===== src/rtl/tm_qm_ctrl_pkg.sv =====
// tm_qm_ctrl_pkg: scheduler descriptor type and default queue sizing shared by the queue manager
`ifndef FOURTH_LVL_QUEUE_ID_NBITS
`define FOURTH_LVL_QUEUE_ID_NBITS 4
`endif
package meta_package;
   typedef struct packed {
      logic [3:0]  port;
      logic [11:0] len;
   } sch_pkt_desc_type;
endpackage


===== src/rtl/tm_qm_ctrl_if.sv =====
// tm_qm_ctrl_if: enqueue/dequeue request-response bundle between a client and the queue manager
interface tm_qm_ctrl_if #(parameter int QUEUE_ID_NBITS = `FOURTH_LVL_QUEUE_ID_NBITS);
   import meta_package::*;
   logic                      enq_req;
   logic [QUEUE_ID_NBITS-1:0] enq_qid;
   sch_pkt_desc_type          enq_desc;
   logic                      enq_ack;
   logic                      enq_drop;
   logic                      deq_req;
   logic [QUEUE_ID_NBITS-1:0] deq_qid;
   logic                      deq_valid;
   logic                      deq_empty;
   sch_pkt_desc_type          deq_desc;
   modport master (output enq_req, enq_qid, enq_desc, deq_req, deq_qid,
                   input enq_ack, enq_drop, deq_valid, deq_empty, deq_desc);
   modport slave (input enq_req, enq_qid, enq_desc, deq_req, deq_qid,
                  output enq_ack, enq_drop, deq_valid, deq_empty, deq_desc);
endinterface


===== src/rtl/tm_qm_ctrl.sv =====
// tm_qm_ctrl: linked-list queue manager over external 1R1W head/tail/depth/ll/pkt_desc memories with a free list
module tm_qm_ctrl
   import meta_package::*;
#(
   parameter int QUEUE_ID_NBITS      = `FOURTH_LVL_QUEUE_ID_NBITS,
   parameter int QUEUE_ENTRIES_NBITS = `FOURTH_LVL_QUEUE_ID_NBITS
) (
   input  logic                           clk,
   input  logic                           rst,
   tm_qm_ctrl_if.slave                    q,
   output logic                           init_done,
   output logic                           head_wr,
   output logic [QUEUE_ID_NBITS-1:0]      head_raddr,
   output logic [QUEUE_ID_NBITS-1:0]      head_waddr,
   output logic [QUEUE_ENTRIES_NBITS-1:0] head_wdata,
   input  logic [QUEUE_ENTRIES_NBITS-1:0] head_rdata,
   output logic                           tail_wr,
   output logic [QUEUE_ID_NBITS-1:0]      tail_raddr,
   output logic [QUEUE_ID_NBITS-1:0]      tail_waddr,
   output logic [QUEUE_ENTRIES_NBITS-1:0] tail_wdata,
   input  logic [QUEUE_ENTRIES_NBITS-1:0] tail_rdata,
   output logic                           depth_wr,
   output logic [QUEUE_ID_NBITS-1:0]      depth_raddr,
   output logic [QUEUE_ID_NBITS-1:0]      depth_waddr,
   output logic [QUEUE_ENTRIES_NBITS-1:0] depth_wdata,
   input  logic [QUEUE_ENTRIES_NBITS-1:0] depth_rdata,
   output logic                           depth1_wr,
   output logic [QUEUE_ID_NBITS-1:0]      depth1_raddr,
   output logic [QUEUE_ID_NBITS-1:0]      depth1_waddr,
   output logic [QUEUE_ENTRIES_NBITS-1:0] depth1_wdata,
   input  logic [QUEUE_ENTRIES_NBITS-1:0] depth1_rdata,
   output logic                           ll_wr,
   output logic [QUEUE_ENTRIES_NBITS-1:0] ll_raddr,
   output logic [QUEUE_ENTRIES_NBITS-1:0] ll_waddr,
   output logic [QUEUE_ENTRIES_NBITS-1:0] ll_wdata,
   input  logic [QUEUE_ENTRIES_NBITS-1:0] ll_rdata,
   output logic                           pkt_desc_wr,
   output logic [QUEUE_ENTRIES_NBITS-1:0] pkt_desc_raddr,
   output logic [QUEUE_ENTRIES_NBITS-1:0] pkt_desc_waddr,
   output sch_pkt_desc_type               pkt_desc_wdata,
   input  sch_pkt_desc_type               pkt_desc_rdata
);
   localparam int N = QUEUE_ENTRIES_NBITS;
   localparam logic [N-1:0] FL_HEAD_RST = '0;
   localparam logic [N-1:0] FL_TAIL_RST = N'(2**N - 2);
   localparam logic [N:0]   FL_CNT_RST  = (N+1)'(2**N - 1);
   typedef enum logic [2:0] {INIT, IDLE, E0, E1, D0, D1, D2} state_t;
   state_t       state, nxt;
   logic [N-1:0] cnt, fl_head, fl_tail, buf_idx;
   logic [N:0]   fl_cnt;
   logic         last_enq, pick_enq, fl_empty, dep_zero;
   logic         unused_depth1;
   assign unused_depth1 = ^depth1_rdata;
   assign fl_empty = fl_cnt == '0;
   assign dep_zero = depth_rdata == '0;
   assign pick_enq = q.enq_req & (~q.deq_req | ~last_enq);
   always_ff @(posedge clk or posedge rst)
      if (rst) state <= INIT;
      else state <= nxt;
   always_comb begin
      nxt = state;
      case (state)
         INIT:    nxt = cnt == '1 ? IDLE : INIT;
         IDLE:    nxt = pick_enq ? E0 : q.deq_req ? D0 : IDLE;
         E0:      nxt = fl_empty ? IDLE : E1;
         D0:      nxt = D1;
         D1:      nxt = dep_zero ? IDLE : D2;
         default: nxt = IDLE;
      endcase
   end
   always_ff @(posedge clk or posedge rst)
      if (rst) begin
         cnt       <= '0;
         init_done <= 1'b0;
         fl_head   <= FL_HEAD_RST;
         fl_tail   <= FL_TAIL_RST;
         fl_cnt    <= FL_CNT_RST;
         buf_idx   <= '0;
         last_enq  <= 1'b0;
      end else begin
         if (state == INIT) begin
            cnt       <= cnt + 1'b1;
            init_done <= cnt == '1;
         end
         if (state == IDLE && nxt != IDLE) last_enq <= nxt == E0;
         if (state == E0) buf_idx <= fl_head;
         if (state == D1) buf_idx <= head_rdata;
         if (state == E1) begin
            fl_head <= ll_rdata;
            fl_cnt  <= fl_cnt - 1'b1;
         end
         // a freed buffer restarts an exhausted list instead of being linked
         if (state == D2) begin
            if (fl_empty) fl_head <= buf_idx;
            fl_tail <= buf_idx;
            fl_cnt  <= fl_cnt + 1'b1;
         end
      end
   // outputs are forced low while reset is held, even though state sits in INIT
   always_comb begin
      {head_wr, tail_wr, depth_wr, ll_wr, pkt_desc_wr} = '0;
      {head_raddr, head_waddr, head_wdata} = '0;
      {tail_raddr, tail_waddr, tail_wdata} = '0;
      {depth_raddr, depth_waddr, depth_wdata} = '0;
      {ll_raddr, ll_waddr, ll_wdata} = '0;
      {pkt_desc_raddr, pkt_desc_waddr} = '0;
      pkt_desc_wdata = '0;
      {q.enq_ack, q.enq_drop, q.deq_valid, q.deq_empty} = '0;
      q.deq_desc = '0;
      if (!rst)
         case (state)
            INIT: begin
               ll_wr    = 1'b1;
               ll_waddr = cnt;
               ll_wdata = cnt + 1'b1;
               if ((cnt >> QUEUE_ID_NBITS) == '0) begin
                  {head_wr, tail_wr, depth_wr} = '1;
                  head_waddr  = cnt[QUEUE_ID_NBITS-1:0];
                  tail_waddr  = cnt[QUEUE_ID_NBITS-1:0];
                  depth_waddr = cnt[QUEUE_ID_NBITS-1:0];
               end
            end
            E0: begin
               q.enq_drop  = fl_empty;
               tail_raddr  = q.enq_qid;
               depth_raddr = q.enq_qid;
               ll_raddr    = fl_head;
            end
            E1: begin
               q.enq_ack      = 1'b1;
               pkt_desc_wr    = 1'b1;
               pkt_desc_waddr = buf_idx;
               pkt_desc_wdata = q.enq_desc;
               head_wr        = dep_zero;
               head_waddr     = q.enq_qid;
               head_wdata     = buf_idx;
               ll_wr          = !dep_zero;
               ll_waddr       = tail_rdata;
               ll_wdata       = buf_idx;
               tail_wr        = 1'b1;
               tail_waddr     = q.enq_qid;
               tail_wdata     = buf_idx;
               depth_wr       = 1'b1;
               depth_waddr    = q.enq_qid;
               depth_wdata    = depth_rdata + 1'b1;
            end
            D0: begin
               head_raddr  = q.deq_qid;
               depth_raddr = q.deq_qid;
            end
            D1: begin
               q.deq_empty    = dep_zero;
               ll_raddr       = head_rdata;
               pkt_desc_raddr = head_rdata;
               depth_raddr    = q.deq_qid;
            end
            D2: begin
               q.deq_valid = 1'b1;
               q.deq_desc  = pkt_desc_rdata;
               head_wr     = 1'b1;
               head_waddr  = q.deq_qid;
               head_wdata  = ll_rdata;
               depth_wr    = 1'b1;
               depth_waddr = q.deq_qid;
               depth_wdata = depth_rdata - 1'b1;
               ll_wr       = !fl_empty;
               ll_waddr    = fl_tail;
               ll_wdata    = buf_idx;
            end
            default: ;
         endcase
   end
   assign depth1_wr    = depth_wr;
   assign depth1_raddr = depth_raddr;
   assign depth1_waddr = depth_waddr;
   assign depth1_wdata = depth_wdata;
endmodule


===== src/flat_wrapper.sv =====
// flat-port wrapper written by rule: the top's interface ports become plain ports
module tm_qm_ctrl_flat import meta_package::*;
#(
   parameter int QUEUE_ID_NBITS      = `FOURTH_LVL_QUEUE_ID_NBITS,
   parameter int QUEUE_ENTRIES_NBITS = `FOURTH_LVL_QUEUE_ID_NBITS
)
  (clk, rst, init_done, head_wr, head_raddr, head_waddr, head_wdata, head_rdata, tail_wr, tail_raddr, tail_waddr, tail_wdata, tail_rdata, depth_wr, depth_raddr, depth_waddr, depth_wdata, depth_rdata, depth1_wr, depth1_raddr, depth1_waddr, depth1_wdata, depth1_rdata, ll_wr, ll_raddr, ll_waddr, ll_wdata, ll_rdata, pkt_desc_wr, pkt_desc_raddr, pkt_desc_waddr, pkt_desc_wdata, pkt_desc_rdata, q_enq_req, q_enq_qid, q_enq_desc, q_deq_req, q_deq_qid, q_enq_ack, q_enq_drop, q_deq_valid, q_deq_empty, q_deq_desc);
  tm_qm_ctrl_if #(.QUEUE_ID_NBITS(QUEUE_ID_NBITS)) q_i ();
  input  logic clk;
  input  logic rst;
  output logic init_done;
  output logic head_wr;
  output logic [QUEUE_ID_NBITS-1:0] head_raddr;
  output logic [QUEUE_ID_NBITS-1:0] head_waddr;
  output logic [QUEUE_ENTRIES_NBITS-1:0] head_wdata;
  input  logic [QUEUE_ENTRIES_NBITS-1:0] head_rdata;
  output logic tail_wr;
  output logic [QUEUE_ID_NBITS-1:0] tail_raddr;
  output logic [QUEUE_ID_NBITS-1:0] tail_waddr;
  output logic [QUEUE_ENTRIES_NBITS-1:0] tail_wdata;
  input  logic [QUEUE_ENTRIES_NBITS-1:0] tail_rdata;
  output logic depth_wr;
  output logic [QUEUE_ID_NBITS-1:0] depth_raddr;
  output logic [QUEUE_ID_NBITS-1:0] depth_waddr;
  output logic [QUEUE_ENTRIES_NBITS-1:0] depth_wdata;
  input  logic [QUEUE_ENTRIES_NBITS-1:0] depth_rdata;
  output logic depth1_wr;
  output logic [QUEUE_ID_NBITS-1:0] depth1_raddr;
  output logic [QUEUE_ID_NBITS-1:0] depth1_waddr;
  output logic [QUEUE_ENTRIES_NBITS-1:0] depth1_wdata;
  input  logic [QUEUE_ENTRIES_NBITS-1:0] depth1_rdata;
  output logic ll_wr;
  output logic [QUEUE_ENTRIES_NBITS-1:0] ll_raddr;
  output logic [QUEUE_ENTRIES_NBITS-1:0] ll_waddr;
  output logic [QUEUE_ENTRIES_NBITS-1:0] ll_wdata;
  input  logic [QUEUE_ENTRIES_NBITS-1:0] ll_rdata;
  output logic pkt_desc_wr;
  output logic [QUEUE_ENTRIES_NBITS-1:0] pkt_desc_raddr;
  output logic [QUEUE_ENTRIES_NBITS-1:0] pkt_desc_waddr;
  output sch_pkt_desc_type pkt_desc_wdata;
  input  sch_pkt_desc_type pkt_desc_rdata;
  input wire logic [$bits(q_i.enq_req)-1:0] q_enq_req;
  input wire logic [$bits(q_i.enq_qid)-1:0] q_enq_qid;
  input wire logic [$bits(q_i.enq_desc)-1:0] q_enq_desc;
  input wire logic [$bits(q_i.deq_req)-1:0] q_deq_req;
  input wire logic [$bits(q_i.deq_qid)-1:0] q_deq_qid;
  output wire logic [$bits(q_i.enq_ack)-1:0] q_enq_ack;
  output wire logic [$bits(q_i.enq_drop)-1:0] q_enq_drop;
  output wire logic [$bits(q_i.deq_valid)-1:0] q_deq_valid;
  output wire logic [$bits(q_i.deq_empty)-1:0] q_deq_empty;
  output wire logic [$bits(q_i.deq_desc)-1:0] q_deq_desc;
  assign q_i.enq_req = q_enq_req;
  assign q_i.enq_qid = q_enq_qid;
  assign q_i.enq_desc = q_enq_desc;
  assign q_i.deq_req = q_deq_req;
  assign q_i.deq_qid = q_deq_qid;
  assign q_enq_ack = q_i.enq_ack;
  assign q_enq_drop = q_i.enq_drop;
  assign q_deq_valid = q_i.deq_valid;
  assign q_deq_empty = q_i.deq_empty;
  assign q_deq_desc = q_i.deq_desc;
  tm_qm_ctrl #(.QUEUE_ID_NBITS(QUEUE_ID_NBITS), .QUEUE_ENTRIES_NBITS(QUEUE_ENTRIES_NBITS)) u_core (.clk(clk), .rst(rst), .q(q_i), .init_done(init_done), .head_wr(head_wr), .head_raddr(head_raddr), .head_waddr(head_waddr), .head_wdata(head_wdata), .head_rdata(head_rdata), .tail_wr(tail_wr), .tail_raddr(tail_raddr), .tail_waddr(tail_waddr), .tail_wdata(tail_wdata), .tail_rdata(tail_rdata), .depth_wr(depth_wr), .depth_raddr(depth_raddr), .depth_waddr(depth_waddr), .depth_wdata(depth_wdata), .depth_rdata(depth_rdata), .depth1_wr(depth1_wr), .depth1_raddr(depth1_raddr), .depth1_waddr(depth1_waddr), .depth1_wdata(depth1_wdata), .depth1_rdata(depth1_rdata), .ll_wr(ll_wr), .ll_raddr(ll_raddr), .ll_waddr(ll_waddr), .ll_wdata(ll_wdata), .ll_rdata(ll_rdata), .pkt_desc_wr(pkt_desc_wr), .pkt_desc_raddr(pkt_desc_raddr), .pkt_desc_waddr(pkt_desc_waddr), .pkt_desc_wdata(pkt_desc_wdata), .pkt_desc_rdata(pkt_desc_rdata));
endmodule

===== config.mk =====
export PLATFORM = sky130hd
export DESIGN_NAME = tm_qm_ctrl_flat
export DESIGN_NICKNAME = d
export VERILOG_FILES = /design/src/rtl/tm_qm_ctrl_pkg.sv /design/src/rtl/tm_qm_ctrl_if.sv /design/src/rtl/tm_qm_ctrl.sv /design/src/flat_wrapper.sv
export SDC_FILE = /design/constraint.sdc
export NUM_CORES = 1
export LEC_CHECK = 0
export ABC_AREA = 1
export ABC_CLOCK_PERIOD_IN_PS = 3000
export CAP_MARGIN = 10
export CORE_ASPECT_RATIO = 0.6
export CORE_MARGIN = 5
export CORE_UTILIZATION = 32
export CTS_CLUSTER_SIZE = 16
export DETAILED_ROUTE_END_ITERATION = 12
export GPL_ROUTABILITY_DRIVEN = 0
export PLACE_DENSITY = 0.86
export SYNTH_ARGS = -nofsm -noshare
export SYNTH_HDL_FRONTEND = slang
export SYNTH_SLANG_ARGS = --single-unit

===== constraint.sdc =====
create_clock -name clk -period 3 [get_ports clk]
set_input_delay 0.75 -clock clk [delete_from_list [all_inputs] [get_ports clk]]
set_output_delay 0.75 -clock clk [all_outputs]
set_load 0.005 [all_outputs]

==> results of run 1 <==
registers in the layout (all words and copies together), names as in the netlist:
name              count
u_core.last_enq       1
u_core.state          3
u_core.fl_cnt         5
u_core.fl_head        4
u_core.fl_tail        4
u_core.init_done      1
u_core.cnt            4
u_core.buf_idx        4
per-stage QoR:
stage	cell area (um^2)	utilization	worst slack (ps)
after floorplan	2440	-	260
after global placement	4220	0.575	-293
after detailed placement	4220	0.575	-333
after CTS	4390	0.599	-0.786
after global routing	4480	0.611	-72.9
final	4480	0.612	-43.6
final cells by class:
type / count / area [um^2]
Tap cell: 104 / 130
Sequential cell: 26 / 662
Timing Repair Buffer: 199 / 1950
Antenna cell: 1 / 2.50
Clock buffer: 3 / 75.1
Inverter: 64 / 245
Fill cell: 652 / 2850
Multi-Input combinational cell: 276 / 1390
Clock inverter: 1 / 30.0
worst max-delay path: cells and delay by family:
kind	cells	cell delay, ps
buffers and inverters	3	1140
AO/OA/AOI/OAI	1	190
AND/OR/NAND/NOR	2	220
repair_timing:
item                                    4_1_cts  5_1_grt
pin swaps                                     2        2
gates resized for setup                      31       32
setup buffers                                 4        2
hold endpoints to repair                      0        0
endpoints found under the setup margin       92       59
final timing paths:
check | slack [ps] | cells after the start | endpoint | from
hold reg to reg | 480 | 2 | u_core.last_enq | u_core.last_enq
min in group asynchronous | 740 | 3 | u_core.state[0] | rst
setup reg to reg | 970 | 9 | u_core.fl_cnt[3] | u_core.state[0]
max in group asynchronous | 1860 | 4 | u_core.fl_tail[2] | rst
setup / recovery | -40 | 6 | head_wr | depth_rdata[0]
hold / removal | 480 | 2 | u_core.last_enq | u_core.last_enq
where the power goes:
group          internal [W]  switching [W]  leakage (nW)
clock              0.000266       0.000132        0.0511
sequential         0.000558       0.000149         0.307
combinational      0.000840       0.000950          1.96
cells by family (layout without fill, tap and decap cells):
group	Yosys count	count (layout)	share of synthesized area
other	0	1	0
DFF	26	26	0.271
xor gates and xnor gates	4	4	0.0144
buffers and inverters	101	267	0.196
and+or+nand+nor	217	217	0.364
AOI/OAI and AO/OA	47	47	0.107
adders and majority gates	8	8	0.0472
cells in the mapped netlist, drive strengths merged, types with 6 or more instances:
cell type	count	area, um^2
a21oi	8	40.0
buf	33	223
dfrtp	19	475
dfstp	7	184
ha	6	75.1
inv	63	236
nand2	109	422
nand3	24	125
nor2	76	295
o21ai	28	148
o22ai	7	43.8
per-layer routing:
metal,up-vias,routed length [um],global-route usage
li1,1550,-,-
met3,18,1010,0.0509
met2,185,4890,0.354
met5,-,0,0
met1,1480,4210,0.257
met4,0,158,0.0436
==> flow_metrics.tcl, run 1 <==
set metrics [dict create \
    first_pass_iters 5 \
    grt_max_degree 24 \
    drive_gt1_frac 0.139 \
    arrival_ps 2290 \
    violations "setup timing" \
    syn2layout_area_growth_pct 83.9 \
    root_buffer "clkbuf_16" \
    synthFlopType "dfrtp_1" \
    cts_buffers 3 \
    stdcell_count 674 \
    grt_pass1_vias 3314 \
    pin_count 175 \
    clock_path_buffers 2 \
    critPathMaxFanout 3 \
    hpwl_mm 8.04 \
    wirelength_mm 10.3 \
    crit_top_cell "clkdlybuf4s50_1" \
    cpPeakStageDelay_ps 550 \
    hold_buffers 0 \
    status "complete, but fails checks" \
    viasPerCell 4.80 \
    cts.clk_slew.worst_paths_ps 70 \
    fin_crit_ps 3040 \
    drt_iter0_drc 255 \
    peakVddDrop_mv 0.363 \
    antenna_found_initial 0 \
    syn_inst 403 \
    cts_tree "yes" \
    htreeDepth 1 \
    fin_nets 642 \
    start_kind "input port" \
    row_count 24 \
    fp.dieW_um 123 \
    drc 0 \
    core-area_mm2 0.00733 \
    max_slew.worst_pin.slew_ps 547 \
    portBuffers 170 \
    die_h_um 77.6 \
    insertion_delay_ps 260 \
    ys_ff_latch 26 \
    via_count 3233 \
    dp_cells 663 \
    syn-cell-area_mm2 0.00244 \
    grt_pass1_wl_mm 16.0 \
    layout_commonest_cell "clkdlybuf4s50_1" \
    synth.avg_cell_area_um2 6.05 \
    worst_path_max_delay_cell "clkdlybuf4s50_1" \
    drv_cap 0 \
    worstSetupPathType "input port to output port" \
    fin_skew_ps 2.35 \
    grt_setup_unrepaired "yes" \
    fin_ws_ps -43.6 \
    synth_cell_types 33 \
    die-area_mm2 0.00952 \
    antenna_left 0 \
    slew_headroom 0.636 \
    ys_warn_count 0 \
    initial_utilization 0.333 \
    power.density_mw_per_mm2 646 \
    synthArstFlopShare 1.00 \
    endpoint_kind "output port" \
    crit_required_ps 2250 \
    synth_nets 475 \
    slew_viol_final 0 \
    layout_worst_path_cycle_share 1.01 \
    timing.hold.ws_ps 475 \
    seq_area_frac_synth 0.271 \
    grt_overflow 0 \
    worstPathCellList "clkdlybuf4s50_1 > buf_4 > nor2_2 > nand3_1 > a31oi_1 > clkdlybuf4s50_1" \
    p_leak_nw 2.31 \
    wire_per_inst_um 15.2 \
    hold_violations 0 \
    final_cell_mix "clkdlybuf4s50_1, nand2_1, nor2_1" \
    track_usage 0.204 \
    clock.fmax_mhz 329 \
    synth_edf_count 0 \
    setup_tns_ps -43.6 \
    setup_viol 1 \
    worstHoldPathType "flip-flop to flip-flop" \
    cts.sinks 26 \
    finalPower_w 0.00290 \
]
Note: power is estimated with default switching activity, not from simulation.
==> inputs of run 2 (changes only) <==
--- a/config.mk
+++ b/config.mk
@@ -15,6 +15,7 @@
 export DETAILED_ROUTE_END_ITERATION = 12
 export GPL_ROUTABILITY_DRIVEN = 0
 export PLACE_DENSITY = 0.86
+export SLEW_MARGIN = 10
 export SYNTH_ARGS = -nofsm -noshare
 export SYNTH_HDL_FRONTEND = slang
 export SYNTH_SLANG_ARGS = --single-unit
==> results of run 2 <==
Same layout as run 1: the final DEF is identical, and so are final timing and power.
